**config.mk**
```make
export PLATFORM = sky130hd
export DESIGN_NAME = stdp_weight_update
export DESIGN_NICKNAME = d
export VERILOG_FILES = /design/src/rtl/stdp_pkg.sv /design/src/rtl/lfsr_gen.sv /design/src/rtl/stdp_weight_update.sv
export SDC_FILE = /design/constraint.sdc
export NUM_CORES = 1
export LEC_CHECK = 0
export ABC_AREA = 1
export CAP_MARGIN = 20
export CELL_PAD_IN_SITES_DETAIL_PLACEMENT = 1
export CELL_PAD_IN_SITES_GLOBAL_PLACEMENT = 1
export CORE_AREA = 2 2 58 60
export CTS_BUF_LIST = sky130_fd_sc_hd__clkbuf_4 sky130_fd_sc_hd__clkbuf_8 sky130_fd_sc_hd__clkbuf_16
export CTS_CLUSTER_DIAMETER = 100
export DETAILED_ROUTE_END_ITERATION = 10
export DIE_AREA = 0 0 60 62
export PLACE_DENSITY_LB_ADDON = 0.1
export SYNTH_ARGS = -nofsm -noshare
export SYNTH_HDL_FRONTEND = slang
export SYNTH_SLANG_ARGS = --single-unit
```
**constraint.sdc**
```tcl
create_clock -name clk -period 1.5 [get_ports clk]
set_input_delay 0.45 -clock clk [delete_from_list [all_inputs] [get_ports clk]]
set_output_delay 0.45 -clock clk [all_outputs]
set_load 0.1 [all_outputs]
```
**src/rtl/stdp_pkg.sv**
```systemverilog
// Shared constants and FSM encoding for the STDP weight-update path and its stochastic sources.
package stdp_pkg;

    localparam int unsigned P_WIDTH_DEF = 7;

    // Fibonacci LFSR x^7 + x^6 + 1; tap indices are zero-based state bits
    localparam int unsigned LFSR_WIDTH = 7;
    localparam int unsigned LFSR_TAP_A = 6;
    localparam int unsigned LFSR_TAP_B = 5;

    typedef enum logic [1:0] {
        IDLE  = 2'd0,
        ROLL  = 2'd1,
        APPLY = 2'd2
    } upd_state_t;

    function automatic logic [LFSR_WIDTH-1:0] lfsr_next(input logic [LFSR_WIDTH-1:0] cur);
        return {cur[LFSR_WIDTH-2:0], cur[LFSR_TAP_A] ^ cur[LFSR_TAP_B]};
    endfunction

endpackage

```
**src/rtl/lfsr_gen.sv**
```systemverilog
// Free-running 7-bit Fibonacci LFSR; shared by the weight updater and comparator-side sources.
module lfsr_gen
    import stdp_pkg::*;
#(
    parameter logic [LFSR_WIDTH-1:0] SEED = 7'h5A
) (
    input  logic                  clk,
    input  logic                  rst_b,
    output logic [LFSR_WIDTH-1:0] o_state
);

    logic [LFSR_WIDTH-1:0] r_state;

    always_ff @(posedge clk or negedge rst_b) begin
        if (!rst_b) begin
            r_state <= SEED;
        end else begin
            r_state <= lfsr_next(r_state);
        end
    end

    assign o_state = r_state;

endmodule

```
**src/rtl/stdp_weight_update.sv**
```systemverilog
// Bernoulli-gated saturating synaptic weight update. Optional counters under STDP_UPD_STATS_EN.
module stdp_weight_update
    import stdp_pkg::*;
#(
    parameter int unsigned           P_WIDTH   = P_WIDTH_DEF,
    parameter int unsigned           W_WIDTH   = 3,
    parameter logic [W_WIDTH-1:0]    W_INIT    = '0,
    parameter logic [LFSR_WIDTH-1:0] LFSR_SEED = 7'h5A
) (
    input  logic               clk,
    input  logic               rst_b,
    input  logic               upd_valid,
    output logic               upd_ready,
    input  logic [P_WIDTH-1:0] prob,
    input  logic               inc,
    output logic [W_WIDTH-1:0] weight,
    output logic               w_valid,
    output logic               w_hit,
    output logic               w_sat
`ifdef STDP_UPD_STATS_EN
    ,
    output logic [15:0]        stat_trials,
    output logic [15:0]        stat_hits
`endif
);

    upd_state_t            r_state;
    upd_state_t            w_state_nxt;
    logic [P_WIDTH-1:0]    r_prob;
    logic                  r_inc;
    logic [W_WIDTH-1:0]    r_weight;
    logic                  r_valid;
    logic                  r_hit;
    logic                  r_sat;

    logic [LFSR_WIDTH-1:0] w_lfsr;
    logic [P_WIDTH-1:0]    w_lfsr_cmp;
    logic                  w_accept;
    logic                  w_roll_hit;
    logic                  w_at_max;
    logic                  w_at_min;
    logic                  w_at_limit;
    logic [W_WIDTH-1:0]    w_weight_nxt;

    lfsr_gen #(
        .SEED (LFSR_SEED)
    ) u_lfsr (
        .clk     (clk),
        .rst_b   (rst_b),
        .o_state (w_lfsr)
    );

    assign w_lfsr_cmp = P_WIDTH'(w_lfsr);
    assign w_accept   = upd_valid && upd_ready;
    // LFSR never reaches zero, so prob=0 can never hit and prob=all-ones always hits
    assign w_roll_hit = (w_lfsr_cmp <= r_prob);
    assign w_at_max   = (r_weight == {W_WIDTH{1'b1}});
    assign w_at_min   = (r_weight == '0);
    assign w_at_limit = r_inc ? w_at_max : w_at_min;

    always_comb begin
        w_weight_nxt = r_weight;
        if (w_roll_hit && !w_at_limit) begin
            w_weight_nxt = r_inc ? (r_weight + 1'b1) : (r_weight - 1'b1);
        end
    end

    always_comb begin
        w_state_nxt = r_state;
        case (r_state)
            IDLE:    if (w_accept) w_state_nxt = ROLL;
            ROLL:    w_state_nxt = APPLY;
            APPLY:   w_state_nxt = IDLE;
            default: w_state_nxt = IDLE;
        endcase
    end

    always_ff @(posedge clk or negedge rst_b) begin
        if (!rst_b) begin
            r_state <= IDLE;
        end else begin
            r_state <= w_state_nxt;
        end
    end

    always_ff @(posedge clk or negedge rst_b) begin
        if (!rst_b) begin
            r_prob <= '0;
            r_inc  <= 1'b0;
        end else if (w_accept) begin
            r_prob <= prob;
            r_inc  <= inc;
        end
    end

    // Result is committed on the ROLL->APPLY edge so all outputs are registered during APPLY
    always_ff @(posedge clk or negedge rst_b) begin
        if (!rst_b) begin
            r_weight <= W_INIT;
            r_valid  <= 1'b0;
            r_hit    <= 1'b0;
            r_sat    <= 1'b0;
        end else if (r_state == ROLL) begin
            r_weight <= w_weight_nxt;
            r_valid  <= 1'b1;
            r_hit    <= w_roll_hit;
            r_sat    <= w_roll_hit && w_at_limit;
        end else begin
            r_valid  <= 1'b0;
            r_hit    <= 1'b0;
            r_sat    <= 1'b0;
        end
    end

    assign upd_ready = (r_state == IDLE);
    assign weight    = r_weight;
    assign w_valid   = r_valid;
    assign w_hit     = r_hit;
    assign w_sat     = r_sat;

`ifdef STDP_UPD_STATS_EN
    logic [15:0] r_trials;
    logic [15:0] r_hits;

    always_ff @(posedge clk or negedge rst_b) begin
        if (!rst_b) begin
            r_trials <= '0;
            r_hits   <= '0;
        end else if (r_state == APPLY) begin
            if (r_trials != 16'hFFFF) r_trials <= r_trials + 16'd1;
            if (r_hit && (r_hits != 16'hFFFF)) r_hits <= r_hits + 16'd1;
        end
    end

    assign stat_trials = r_trials;
    assign stat_hits   = r_hits;
`endif

endmodule

```
==> Yosys cells after proc, flatten, opt, wreduce, memory -nomap -nowiden <==
Cells that the tools add are included.
{ "op_classes": {"n_reduce_logical": 7, "n_addsub": 2, "n_eq_ne": 3, "n_bitwise": 1, "n_mux": 7, "order_cmp": 1} }
{ "ops": {"columns": ["op", "n"], "rows": [
  ["$le A7 B7 Y1", 1],
  ["$mux W1", 4],
  ["$pmux W2 S2", 1],
  ["$add A3 B1 Y3 const B", 1],
  ["$eq A3 B3 Y1 const B", 1],
  ["$logic_and A1 B1 Y1", 3],
  ["$logic_not A3 Y1", 1],
  ["$mux W3", 1],
  ["$sub A3 B1 Y3 const B", 1],
  ["$eq A2 B1 Y1 const B", 1],
  ["$logic_not A2 Y1", 1],
  ["$mux W2", 1],
  ["$ne A2 B1 Y1 const B", 1],
  ["$reduce_and A2 Y1", 1],
  ["$logic_not A1 Y1", 1],
  ["$xor A1 B1 Y1", 1]
]} }
{ "word_totals": {"register_bits": 23, "out_inout_bits": 7, "wordCells": 29} }

==> Depth between registers and ports, before layout <==
{ "depth": {"word_depth": 5, "depth_mapped": 11, "ltp_nobuf": 11} }

==> Modules after synthesis <==
From an unflattened synthesis, not the netlist that was laid out.
{ "unflattened": {"cells_unflattened": 110, "hier_area_um2": 1038.5} }
{ "by_module_without_submodules": {"columns": ["mod", "cells_each", "n_inst", "seq_area_each_um2", "area_per_inst_um2"], "rows": [
  ["stdp_weight_update", 98, 1, 400.4, 839.6],
  ["lfsr_gen", 12, 1, 180.2, 198.9]
]} }

==> Worst setup path after synthesis <==
No wires, ideal clock.
{ "synth_path": {"path_type": "register -> register", "from": "register r_state[1]", "to": "register r_prob[4]", "path_slack_ps": -346, "n_path_buf": 1, "required_ps": 1424, "setup_ps": 76, "path_stages_with_launch": 7, "synth_period_minus_slack_ps": 1846, "t_arrival_ps": 1769, "cell_sequence": "dfrtp_1 -> nor2_2 -> nand2_1 -> inv_2 -> buf_6 -> nand2_1 -> o21ai_1"} }
{ "synth_between": {"elab_chain_len": 2} }
{ "synth_rtl": {"columns": ["item", "line_no", "rtl"], "rows": [
  ["start, declared", "stdp_weight_update.sv:27", "upd_state_t r_state;"],
  ["start signal, assigned", "stdp_weight_update.sv:82", "r_state <= w_state_nxt;"],
  ["$logic_not A2 Y1", "stdp_weight_update.sv:115", "assign upd_ready = (r_state == IDLE);"],
  ["named net upd_ready", "stdp_weight_update.sv:13", "output logic upd_ready,"],
  ["$logic_and A1 B1 Y1", "stdp_weight_update.sv:54", "assign w_accept = upd_valid && upd_ready;"],
  ["end signal, assigned", "stdp_weight_update.sv:91", "r_prob <= prob;"],
  ["end, declared", "stdp_weight_update.sv:29", "logic [P_WIDTH-1:0] r_prob;"]
]} }
The timed path passes the listed nets, and every way through them passes these cells.
A chain may end at the register's enable or synchronous reset.

==> Worst setup path in the final report <==
{ "layout_path": {"from": "register u_lfsr.r_state[4] (netlist: u_lfsr.o_state[4])", "to": "register r_weight[0] (netlist: weight[0])"} }
{ "layout_between": {"elab_chain_len": 3} }
{ "layout_rtl": {"columns": ["item", "line_no", "rtl"], "rows": [
  ["start, declared", "lfsr_gen.sv:12", "logic [LFSR_WIDTH-1:0] r_state;"],
  ["start signal, assigned", "lfsr_gen.sv:18", "r_state <= lfsr_next(r_state);"],
  ["$le A7 B7 Y1", "stdp_weight_update.sv:56", "assign w_roll_hit = (w_lfsr_cmp <= r_prob);"],
  ["$logic_and A1 B1 Y1", "stdp_weight_update.sv:63", "if (w_roll_hit && !w_at_limit) begin"],
  ["$reduce_and A2 Y1 (no line)", null, null],
  ["end signal, assigned", "stdp_weight_update.sv:104", "r_weight <= w_weight_nxt;"],
  ["end, declared", "stdp_weight_update.sv:31", "logic [W_WIDTH-1:0] r_weight;"]
]} }
No other way between the ends.

==> impl_metrics.ini <==
[logic_synthesis]
post-synth-top-area-cell = dfrtp_1
yosysMostFrequentCell = nand2_1
syn_nets = 125
synth_edf_count = 0
synth_seq_cells = 23
yosys-top-cells-area = dfrtp_1 (46%), nand2_1 (12%), dfstp_2 (10%), ha_1 (8.5%), inv_1 (5.5%)
yosysTopAreaCellShare = 0.462
ys_warn_count = 0
synth.distinct_cells = 18
synth_cells = 106
synth_commonest_cells = nand2_1 (32), dfrtp_1 (19), inv_1 (15), o21ai_1 (8), ha_1 (7)
synth.cell_area_um2 = 1030
synth_ff_type = dfrtp_1
seq_area_frac_synth = 0.564
async_flop_share = 1.00
avgSynthCellArea_um2 = 9.70

[grt]
overflow = 0
grt_pass1_wl_mm = 3.40
antenna_found_initial = 0
grt_pass1_vias = 760
grt_max_degree = 24
track_usage = 0.131

[power_and_ir_drop]
p_per_area_nw_per_um2 = 1580
leakagePower_nw = 0.706
ir_drop_mv = 0.437

[detailed_routing]
firstDrtPassIters = 4
top_layer_used = met4
drc_errors = 0
wl_met1_um = 866
viasPerCell = 4.33
routed_wl_mm = 2.09
vias = 771
dr_wl_met3_um = 66
drtIter0Drc = 8
wl_per_cell_um = 11.7
wl_met2_mm = 1.13
ant_nets = 0

[clocking]
clk_latency_ns = 0.31
cts.clk_slew.worst_paths_ns = 0.13
numCtsBuffers = 3
clk_path_buf_depth = 2
tritoncts = built
cts_max_level = 1
cts_hold_buf = 0
numClockSinks = 23
cts_root_buf = clkbuf_4

[die]
io_pins = 18
die_w_um = 60
die_h_um = 62
core-area_um2 = 3180
initial_core_util = 0.323
rows = 21
die_area_um2 = 3720

[timing]
relSlewSlack = 0.823
whs_ns = 0.383
hold_violations = 0
worst_pin_slew_ns = 0.265
worst_clock_skew_ns = 0.00273
period_share = 1.02
fin_crit_ns = 1.52
rsz0062_at_grt = true
layout_setup_ws_ns = -0.0250
setup_viol = 4
fmax_ghz = 0.656
slew_violations = 0

[flow_run]
cap_violations = 0

[setup_path]
required_ns = 1.71
crit_path_start = u_lfsr.o_state[4]
crit_arrival_ns = 1.74
cp_max_fo = 5
crit_path_end_kind = register
timing_worst_setup_path_type = register to register
startpoint_type = register
rr_startpoint = u_lfsr.o_state[4]

[place]
place.gp.congestion = 0.730
dp_cells = 171
dpl.hpwl_mm = 1.51
port_buffers = 17
post-place-ws_ns = -0.0443

[min_path]
hp-start = u_lfsr.o_state[3]
hold_path_class = register to register

[finish]
drive_gt1_frac = 0.273
antenna_cells = 0
nFillCells = 372
layout.nets = 152
area.growth.synth_to_final_pct = 40.4
final_core_util = 0.454
finalNonFillerCells = 178

[status]
violations = setup timing
status = complete, but fails checks
[where the power goes]
part / internal [W] / switching [W]
clock network: 0.0000995 / 0.000184
logic: 0.000421 / 0.000723
registers: 0.000736 / 0.000117
[per-stage QoR]
stage / area (µm²) / setup TNS, ns / power [W]
floorplan: 1040 / 0 / 0.00156
global placement: 1360 / 0 / 0.00195
detailed placement: 1360 / -0.127 / 0.00198
CTS: 1430 / -0.154 / 0.00230
global route: 1440 / -0.413 / 0.00243
finish: 1440 / -0.0855 / 0.00228
[state kept, by name, summed over array words and instances, names as in the netlist]
signal,cells
r_inc,1
r_prob,7
r_state,2
u_lfsr.o_state,7
w_hit,1
w_sat,1
w_valid,1
weight,3
[kinds of logic (layout without fill, tap and decap cells)]
family,Yosys count,after routing,share of synthesized area
DFF,23,23,0.564
adders and majority gates,8,8,0.105
and+or+nand+nor,45,45,0.192
AOI/OAI and AO/OA,10,10,0.0487
xor gates and xnor gates,2,2,0.0170
buffers and inverters,18,44,0.0730
[worst max-delay path: stages, from the launching register on]
cell	delay, ns
dfstp_2	0.59
ha_4	0.22
nand2_2	0.05
nand2_1	0.05
a21oi_1	0.12
nand2_1	0.07
nand2_2	0.10
nand3_2	0.09
nand2_1	0.08
nand2_1	0.05
[layout make-up]
cell class / instances / area, µm² / area share
multi-input cells: 65 / 413 / 0.286
clock buffers: 3 / 22.5 / 0.0156
repair buffers: 23 / 298 / 0.206
flip-flops and latches: 23 / 584 / 0.405
well taps: 46 / 57.6 / 0.0399
clock inverters: 1 / 5.00 / 0.00347
inverters: 17 / 63.8 / 0.0442
[metal layers]
metal | vias up | GRT usage
met1 | 376 | 0.150
met5 | - | 0
li1 | 381 | -
met4 | 0 | 0.0667
met2 | 12 | 0.239
met3 | 2 | 0.0186
[path summary, 6_finish.rpt]
kind | to | slack (ns) | cells after the start
setup / recovery | weight[0] | -0.02 | 9
hold / removal | u_lfsr.o_state[4] | 0.38 | 0
setup reg to reg | weight[0] | -0.02 | 9
hold reg to reg | u_lfsr.o_state[4] | 0.38 | 0
max in group asynchronous | u_lfsr.o_state[6] | 0.80 | 2
min in group asynchronous | weight[0] | 0.47 | 2
[repair_timing]
action	4_1_cts	5_1_grt
pin swaps	5	10
gates cloned	0	0
resized for setup	2	4
endpoints found under the hold margin	0	0
endpoints found under the setup margin	4	6
buffers inserted	2	1
[placed cells by master (no fill, tap or decap), types with 3 or more instances in the layout]
| cell | count |
|---|---|
| inv_1 | 14 |
| inv_2 | 3 |
| nand2_1 | 30 |
| clkdlybuf4s50_1 | 10 |
| clkbuf_4 | 3 |
| dfrtp_2 | 3 |
| buf_4 | 5 |
| buf_12 | 8 |
| dfstp_2 | 4 |
| o21ai_1 | 8 |
| nand4_1 | 4 |
| ha_1 | 5 |
| dfrtp_1 | 16 |
Power figures use the tool's default switching activity.
